===== src/rtl/tx_mac_pkg.sv =====
// Shared TX MAC types and widths used by the AXI-Stream front end.
package tx_mac_pkg;

    // Default datapath width, matches the XGMII side of tx_mac.
    localparam int TX_DATA_W = 32;
    localparam int TX_KEEP_W = TX_DATA_W / 8;

    // Arbiter ownership state: IDLE picks a winner, XFER holds it until tlast.
    typedef enum logic [0:0] {
        IDLE = 1'b0,
        XFER = 1'b1
    } arb_state_t;

    // Round-robin successor of an index, wrapping at n.
    function automatic int rr_next(input int idx, input int n);
        return (idx >= n - 1) ? 0 : idx + 1;
    endfunction

endpackage


===== src/rtl/tx_axis_arbiter_rr_pick.sv =====
// Combinational round-robin picker: first request at or above ptr_i,
// otherwise wraps to the lowest request. Holds no state.
module rr_pick #(
    parameter int N     = 4,
    parameter int IDX_W = $clog2(N)
) (
    input  logic [N-1:0]     req_i,
    input  logic [IDX_W-1:0] ptr_i,
    output logic [IDX_W-1:0] idx_o,
    output logic             found_o
);

    logic [IDX_W-1:0] hi_idx;
    logic [IDX_W-1:0] lo_idx;
    logic             hi_found;
    logic             lo_found;

    // Scan downward so the last hit is the lowest index: lo_* is the plain
    // lowest request, hi_* the lowest request at or above the pointer.
    always_comb begin
        hi_idx   = '0;
        lo_idx   = '0;
        hi_found = 1'b0;
        lo_found = 1'b0;
        for (int i = N - 1; i >= 0; i--) begin
            if (req_i[i]) begin
                lo_idx   = IDX_W'(i);
                lo_found = 1'b1;
                if (IDX_W'(i) >= ptr_i) begin
                    hi_idx   = IDX_W'(i);
                    hi_found = 1'b1;
                end
            end
        end
        idx_o   = hi_found ? hi_idx : lo_idx;
        found_o = lo_found;
    end

endmodule


===== src/rtl/tx_axis_arbiter.sv =====
// Packet-granular AXI-Stream arbiter in front of tx_mac. One source owns the
// stream from its first beat until its tlast beat is accepted; data, keep and
// last are muxed combinationally from the registered owner (no added latency).
module tx_axis_arbiter
    import tx_mac_pkg::*;
#(
    parameter int N_PORTS          = 4,
    parameter int XGMII_DATA_WIDTH = TX_DATA_W,
    parameter int AXIS_KEEP_WIDTH  = XGMII_DATA_WIDTH / 8,
    parameter bit PRIO_PORT0       = 1'b1
) (
    input  logic                                  i_clk,
    input  logic                                  i_reset_n,
    input  logic [N_PORTS*XGMII_DATA_WIDTH-1:0]   s_axis_tdata,
    input  logic [N_PORTS*AXIS_KEEP_WIDTH-1:0]    s_axis_tkeep,
    input  logic [N_PORTS-1:0]                    s_axis_tvalid,
    input  logic [N_PORTS-1:0]                    s_axis_tlast,
    output logic [N_PORTS-1:0]                    s_axis_trdy,
    output logic [XGMII_DATA_WIDTH-1:0]           m_axis_tdata,
    output logic [AXIS_KEEP_WIDTH-1:0]            m_axis_tkeep,
    output logic                                  m_axis_tvalid,
    output logic                                  m_axis_tlast,
    input  logic                                  m_axis_trdy,
    output logic [N_PORTS-1:0]                    o_grant,
    output logic                                  o_busy
);

    localparam int               IDX_W    = $clog2(N_PORTS);
    localparam logic [IDX_W-1:0] LAST_IDX = IDX_W'(N_PORTS - 1);

    arb_state_t       state_q, state_d;
    logic [IDX_W-1:0] grant_q, grant_d;
    logic [IDX_W-1:0] rr_ptr_q, rr_ptr_d;

    logic [N_PORTS-1:0] rr_req;
    logic [IDX_W-1:0]   rr_idx;
    logic               rr_found;
    logic [IDX_W-1:0]   win_idx;
    logic               any_req;
    logic               prio_hit;
    logic               frame_end;

    logic [XGMII_DATA_WIDTH-1:0] data_arr [N_PORTS];
    logic [AXIS_KEEP_WIDTH-1:0]  keep_arr [N_PORTS];

    // Unpack the flat per-port buses so the owner can be selected by index.
    for (genvar p = 0; p < N_PORTS; p++) begin : g_unpack
        assign data_arr[p] = s_axis_tdata[p*XGMII_DATA_WIDTH +: XGMII_DATA_WIDTH];
        assign keep_arr[p] = s_axis_tkeep[p*AXIS_KEEP_WIDTH +: AXIS_KEEP_WIDTH];
    end

    // Round-robin candidates; port 0 leaves the rotation when it has strict priority.
    always_comb begin
        rr_req = s_axis_tvalid;
        if (PRIO_PORT0) rr_req[0] = 1'b0;
    end

    rr_pick #(
        .N     (N_PORTS),
        .IDX_W (IDX_W)
    ) u_rr_pick (
        .req_i   (rr_req),
        .ptr_i   (rr_ptr_q),
        .idx_o   (rr_idx),
        .found_o (rr_found)
    );

    // Priority port overrides the rotation; otherwise take the round-robin pick.
    always_comb begin
        prio_hit = PRIO_PORT0 && s_axis_tvalid[0];
        win_idx  = prio_hit ? '0 : rr_idx;
        any_req  = prio_hit || rr_found;
    end

    // Output mux and ready demux: everything is quiet unless a frame is owned.
    always_comb begin
        m_axis_tdata  = '0;
        m_axis_tkeep  = '0;
        m_axis_tvalid = 1'b0;
        m_axis_tlast  = 1'b0;
        s_axis_trdy   = '0;
        o_grant       = '0;
        o_busy        = 1'b0;
        if (state_q == XFER) begin
            m_axis_tdata         = data_arr[grant_q];
            m_axis_tkeep         = keep_arr[grant_q];
            m_axis_tvalid        = s_axis_tvalid[grant_q];
            m_axis_tlast         = s_axis_tlast[grant_q];
            s_axis_trdy[grant_q] = m_axis_trdy;
            o_grant[grant_q]     = 1'b1;
            o_busy               = 1'b1;
        end
    end

    // A frame ends only on an accepted tlast; a stalled tlast keeps the grant.
    assign frame_end = m_axis_tvalid && m_axis_trdy && m_axis_tlast;

    // Next state: latch a winner from IDLE, release and advance rotation on frame end.
    always_comb begin
        state_d  = state_q;
        grant_d  = grant_q;
        rr_ptr_d = rr_ptr_q;
        unique case (state_q)
            IDLE: begin
                if (any_req) begin
                    grant_d = win_idx;
                    state_d = XFER;
                end
            end
            XFER: begin
                if (frame_end) begin
                    state_d = IDLE;
                    grant_d = '0;
                    // A priority frame on port 0 does not disturb the rotation.
                    if (!(PRIO_PORT0 && grant_q == '0)) begin
                        rr_ptr_d = (grant_q == LAST_IDX) ? '0 : grant_q + IDX_W'(1);
                    end
                end
            end
            default: begin
                state_d = IDLE;
                grant_d = '0;
            end
        endcase
    end

    // State, owner and rotation pointer; a reset abandons any partial frame.
    always_ff @(posedge i_clk) begin
        if (!i_reset_n) begin
            state_q  <= IDLE;
            grant_q  <= '0;
            rr_ptr_q <= '0;
        end else begin
            state_q  <= state_d;
            grant_q  <= grant_d;
            rr_ptr_q <= rr_ptr_d;
        end
    end

endmodule


===== config.mk =====
export PLATFORM = sky130hd
export DESIGN_NAME = tx_axis_arbiter
export DESIGN_NICKNAME = d
export VERILOG_FILES = /design/src/rtl/tx_mac_pkg.sv /design/src/rtl/tx_axis_arbiter_rr_pick.sv /design/src/rtl/tx_axis_arbiter.sv
export SDC_FILE = /design/constraint.sdc
export NUM_CORES = 1
export LEC_CHECK = 0
export CORE_MARGIN = 5
export CORE_UTILIZATION = 24
export CTS_CLUSTER_SIZE = 25
export DETAILED_ROUTE_END_ITERATION = 10
export PLACE_DENSITY = 0.8
export SLEW_MARGIN = 20
export SYNTH_ARGS = -nofsm -noshare
export SYNTH_HDL_FRONTEND = slang
export SYNTH_SLANG_ARGS = --single-unit

===== constraint.sdc =====
create_clock -name i_clk -period 1.6 [get_ports i_clk]
set_input_delay 0.16 -clock i_clk [delete_from_list [all_inputs] [get_ports i_clk]]
set_output_delay 0.16 -clock i_clk [all_outputs]
set_load 0.1 [all_outputs]

---- Yosys cells after proc, flatten, opt, wreduce, memory -nomap -nowiden ----
Index checks and enable logic that the tools add are counted.
storage, ports and cells
  bits in writable memories ............... 0
  bits in read-only memories .............. 0
  word-level logic and storage cells ...... 70
  bits of input ports ..................... 155
  flip-flop bits (word level) ............. 5
  latch bits .............................. 0
  memories kept ........................... 0
  output and inout port bits .............. 47
operators by class
  multiply operators ...................... 0
  shift-type cells ........................ 0
  equal/unequal tests ..................... 3
  add/subtract/negate cells ............... 1
  multiplexer cells ....................... 46
  order comparisons ....................... 6
  reductions and logical operators ........ 7
  bitwise logic cells ..................... 4
  divide/modulo/power cells ............... 0
operators by type and width
  operator                                                               count
  32-bit two-way mux                                                     3
  32-bit binary-select mux with 2-bit select                             1
  2-bit two-way mux                                                      14
  4-bit two-way mux                                                      5
  1-bit two-way mux                                                      17
  4-bit binary-select mux with 2-bit select                              1
  4-bit bitwise AND                                                      1
  1-bit binary-select mux with 2-bit select                              2
  2-bit >= comparator, first input constant                              2
  2-bit case mux with 2 select lines                                     1
  3-bit >= comparator, second input constant                             1
  1-bit logical AND                                                      3
  2-bit by 3-bit < comparator with 1-bit output, second input constant   1
  2-bit inverter with 3-bit output                                       1
  3-bit AND reduction                                                    1
  2-bit by 1-bit adder with 2-bit output, second input constant          1
  1-bit demux with 2-bit select                                          1
  2-bit == test, second input constant                                   1
  1-bit by 2-bit >= comparator with 1-bit output, first input constant   1
  2-bit by 1-bit >= comparator with 1-bit output, second input constant  1
  2-bit zero test                                                        1
  2-bit by 1-bit != test with 1-bit output, second input constant        1
  2-bit != test, second input constant                                   1
  1-bit inverter                                                         2
  3 further kinds                                                        3

---- Logic depth before layout (Yosys ltp) ----
  depth in word-level cells ............... 11
  depth in mapped cells ................... 7
  mapped depth without buffers ............ 4

---- By module ----
Synthesis repeated with hierarchy kept, for this count alone.
unflattened totals
  cells, all modules ...................... 152
  area total of the unflattened synthesis .. 1619.1 um2
by module, submodules not included
  module           cells each  area each (um2)  instances
  tx_axis_arbiter  138         1545.2           1
  rr_pick          14          73.8             1

---- Worst setup path before layout ----
OpenSTA, ideal clock, no wires.
  path kind ............................... flip-flop to output port
  from .................................... register state_q
  to ...................................... output port m_axis_tdata[0]
  cell stages (with the launch flop) ...... 4
  buffers on the path ..................... 2
  data arrival time ....................... 2269 ps
  path slack .............................. -829 ps
  data required time ...................... 1440 ps
  cell sequence ........................... dfxtp_1 clkbuf_1 clkbuf_1 and2_1
between the ends
  longest elaborated chain between the ends .. 1
ends and longest elaborated chain
  what                    line                    RTL
  from (decl)             tx_axis_arbiter.sv:31   arb_state_t state_q, state_d;
  from (signal assigned)  tx_axis_arbiter.sv:134  state_q <= state_d;
  32-bit two-way mux      tx_axis_arbiter.sv:84   if (state_q == XFER) begin
  to (decl)               tx_axis_arbiter.sv:19   output logic [XGMII_DATA_WIDTH-1:0] m_axis_tdata,
Every way passes these cells.

---- Final worst setup path ----
  from .................................... register grant_q[0]
  to ...................................... output port m_axis_tdata[9]
between the ends
  longest elaborated chain between the ends .. 5
ends and longest elaborated chain
  what                                                    line                    RTL
  from (decl)                                             tx_axis_arbiter.sv:32   logic [IDX_W-1:0] grant_q, grant_d;
  from (signal assigned)                                  tx_axis_arbiter.sv:135  grant_q <= grant_d;
  2-bit inverter with 3-bit output (not written as such)  tx_axis_arbiter.sv:85   m_axis_tdata = data_arr[grant_q];
  32-bit binary-select mux with 2-bit select              tx_axis_arbiter.sv:85
  32-bit two-way mux (not written as such) (2 in a row)   tx_axis_arbiter.sv:85
  32-bit two-way mux                                      tx_axis_arbiter.sv:84
Every way passes these cells. The select of a mux whose other input is x is not followed.

==> reports/metrics.cfg <==
[sta]
timing.final.crit_period_ps=1830
setup_viol=38
hold_slack_ps=468
clock.fmax_ghz=0.546
hold_viol_final=0
timing.final.crit_share_pct=115
rsz0062_at_grt=true
maxSlewViolCount=0
setup_ws_ps=-232
setup-tns-final_ps=-7500
maxSlewHeadroom_pct=75.9
fin_worst_skew_ps=3.27
worst_margin_pin_slew_ps=359

[synthesis]
ys.flop_type=sky130_fd_sc_hd__dfxtp_1
post_synth_mux_area_share_pct=55.3
post_synth_fa_ha_maj_area_fraction_pct=3.17
synth-seq-area-share_pct=6.33
area_share_of_xor_xnor_cells_in_the_synthesized_design_pct=0
post_synth_edffs=0
synth_nets=299
syn-instance-count=140
yosys.area_share.simple_pct=22.6
synth_cell_types=25
synth-warning-count=0
post_synth_instance_area_um2=1580
synth.avg_cell_area_um2=11.3
async_flop_share_pct=0
main_combinational_cell_family_by_area_after_synthesis=multiplexers
synth-seq-cells=5
synth_compound_area_share_pct=5.07

[worst_setup_path]
path_class=flop to primary output
critical_path.reg2reg.startpoint=grant_q[0]
startpoint_type=flop
crit_buf_inv=2
slack_of_the_worst_reg_to_reg_path_ps=80
worstSetupEndpointType=primary output
most_prevalent_standard_cell_on_the_critical_path=sky130_fd_sc_hd__buf_12
crit_path_cell_trace=buf_12 > mux4_2 > and2_4 > buf_12
critPathSlowestCell=sky130_fd_sc_hd__mux4_2
cp_max_fo=14
timing.rr.end=grant_q[0]
worst_r2r_path_depth=6
crit_family=multiplexers
timing.critical_path.required_ps=1440
worst_ep_arrival_time_ps=1670
max_stage_delay_ps=520

[clocking]
later_pin_clock_latency_in_the_skew_report_ps=230
cts.sink_count=5
cts.root.buffer_cell=sky130_fd_sc_hd__clkbuf_8
hold_fix_buffers_at_cts=0
clockBufferDepth=2
cts.reportedPaths.clkPinSlew_ps=40
cts_made_buffers=3
cts.htree.levels=1
tritoncts=built

[floorplan]
floorplan.die_area_um2=8310
initial_core_util_pct=24.7
die_h_um=91.1
placement_rows=29
placeable_core_region_um2=6390
die_width_um=91.1
ioPinCount=202

[layout]
final_common_cell=sky130_fd_sc_hd__clkdlybuf4s50_1
layout.cells.non_filler=431
layout.cells.most_common_list=sky130_fd_sc_hd__clkdlybuf4s50_1, sky130_fd_sc_hd__buf_12, sky130_fd_sc_hd__mux4_2, sky130_fd_sc_hd__and2_4, sky130_fd_sc_hd__buf_4
diodes=0
layout-drive-gt1-share_pct=47.7
final_nets=514
area_growth_pct=192

[hold_path]
min_delay_path_depth=2
worst_hold_path_type=flop to flop
hold_path.startpoint=rr_ptr_q[0]
holdPathEnd=rr_ptr_q[0]

[global_routing]
use_met2_pct=38.6
grt.met1_usage_pct=22.5
use_met3_pct=4.63
grt_pass1_wl_um=13200
grt_usage_pct=20.3
grt_busiest_layer=met2
number_of_global_route_vias_before_repair=2274
grt_remaining_overflow=0
maximum_number_of_pins_on_one_net_before_global_route_repair=24
grt_antenna_before_repair=0

[power]
p_total_mw=2.36
vdd_drop_max_mv=0.462
power-per-cell-area_nw_per_um2=511
pleak_nw=1.75

[drt]
drcViolationCount=0
dr_total_vias=2157
ant_nets=0
drt_iter0_markers=35
wire_per_inst_um=20.9
drt_pass1_iterations=5
viasPerCell=5.00
wirelength_um=9000

[outcome]
result_of_the_run=complete, but fails checks
failed_checks=negative setup slack

[placement]
gp_congestion=0.791
place_inst=416
portBuffers=201
placement.setup.worst_slack_ps=-101
dp_hpwl_um=7440

[run]
number_of_maximum_capacitance_violations=0

[worst min-delay path: cells and delay by family, from the launching register on]
family | cells | cell delay, ps
flip-flops | 1 | 300
multiplexers | 1 | 60
AND/OR/NAND/NOR | 1 | 50
[registers in the layout (all words and copies together) (netlist names)]
name,count
rr_ptr_q,2
state_q,1
grant_q,2
[cell usage after synthesis (all sizes together), types with 2 or more instances]
master   n  share of area, %
dfxtp    5               6.3
and3     5               2.0
nand3b   2              0.95
mux4    37                53
clkbuf   5               1.2
ha       4               3.2
nand2    7               1.7
nor2     3              0.71
and2    41                16
buf     10               5.5
a31o     2               1.1
inv      4              0.95
a21boi   2               1.4
mux2i    4               2.5
[layer usage]
layer	up-vias	routed length, um
li1	975	-
met1	1051	3100
met2	115	5040
met3	16	681
met4	0	168
met5	-	0
[stage by stage]
step	cell area [um2]	utilization, %
2_1_floorplan	1660	-
3_3_place_gp	4280	67.0
3_5_place_dp	4280	67.0
4_1_cts	4480	70.1
5_1_grt	4620	72.3
6_report	4620	72.3
[area by class of cell]
type / instances / area (um2)
clock buffer: 4 / 45.0
sequential: 5 / 111
timing repair buffer: 225 / 2800
inverter: 4 / 22.5
tap: 77 / 96.3
fill: 454 / 1770
multi-input combinational: 116 / 1550
[report_power, final]
| part | switching, mW | internal, mW |
|---|---|---|
| clock network | 0.0740 | 0.172 |
| registers | 0.0150 | 0.129 |
| logic | 0.971 | 0.997 |
| total | 1.06 | 1.30 |
[cells by family (layout without fill, tap and decap cells)]
| group | after synthesis | in the layout |
|---|---|---|
| flops | 5 | 5 |
| compound gates | 10 | 10 |
| fa+ha+maj | 4 | 4 |
| buf+inv | 19 | 233 |
| simple gates | 61 | 61 |
| mux | 41 | 41 |
[worst max path at each step]
stage / start / cells past startpoint / end / slack [ps]
2_1_floorplan: state_q / 3 / m_axis_tdata[0] / -100
3_3_place_gp: s_axis_tvalid[0] / 4 / m_axis_tvalid / -70
3_5_place_dp: s_axis_tvalid[0] / 4 / m_axis_tvalid / -100
4_1_cts: grant_q[0] / 4 / m_axis_tdata[21] / -260
5_1_grt: grant_q[0] / 4 / m_axis_tdata[9] / -300
6_report: grant_q[0] / 4 / m_axis_tdata[9] / -230
[repair_timing]
action	in CTS	in global routing
buffers inserted	1	7
gates resized for setup	41	14
endpoints found under the setup margin	45	46
cloned	2	2
pin swaps	1	4
(Power assumes the default switching activity.)
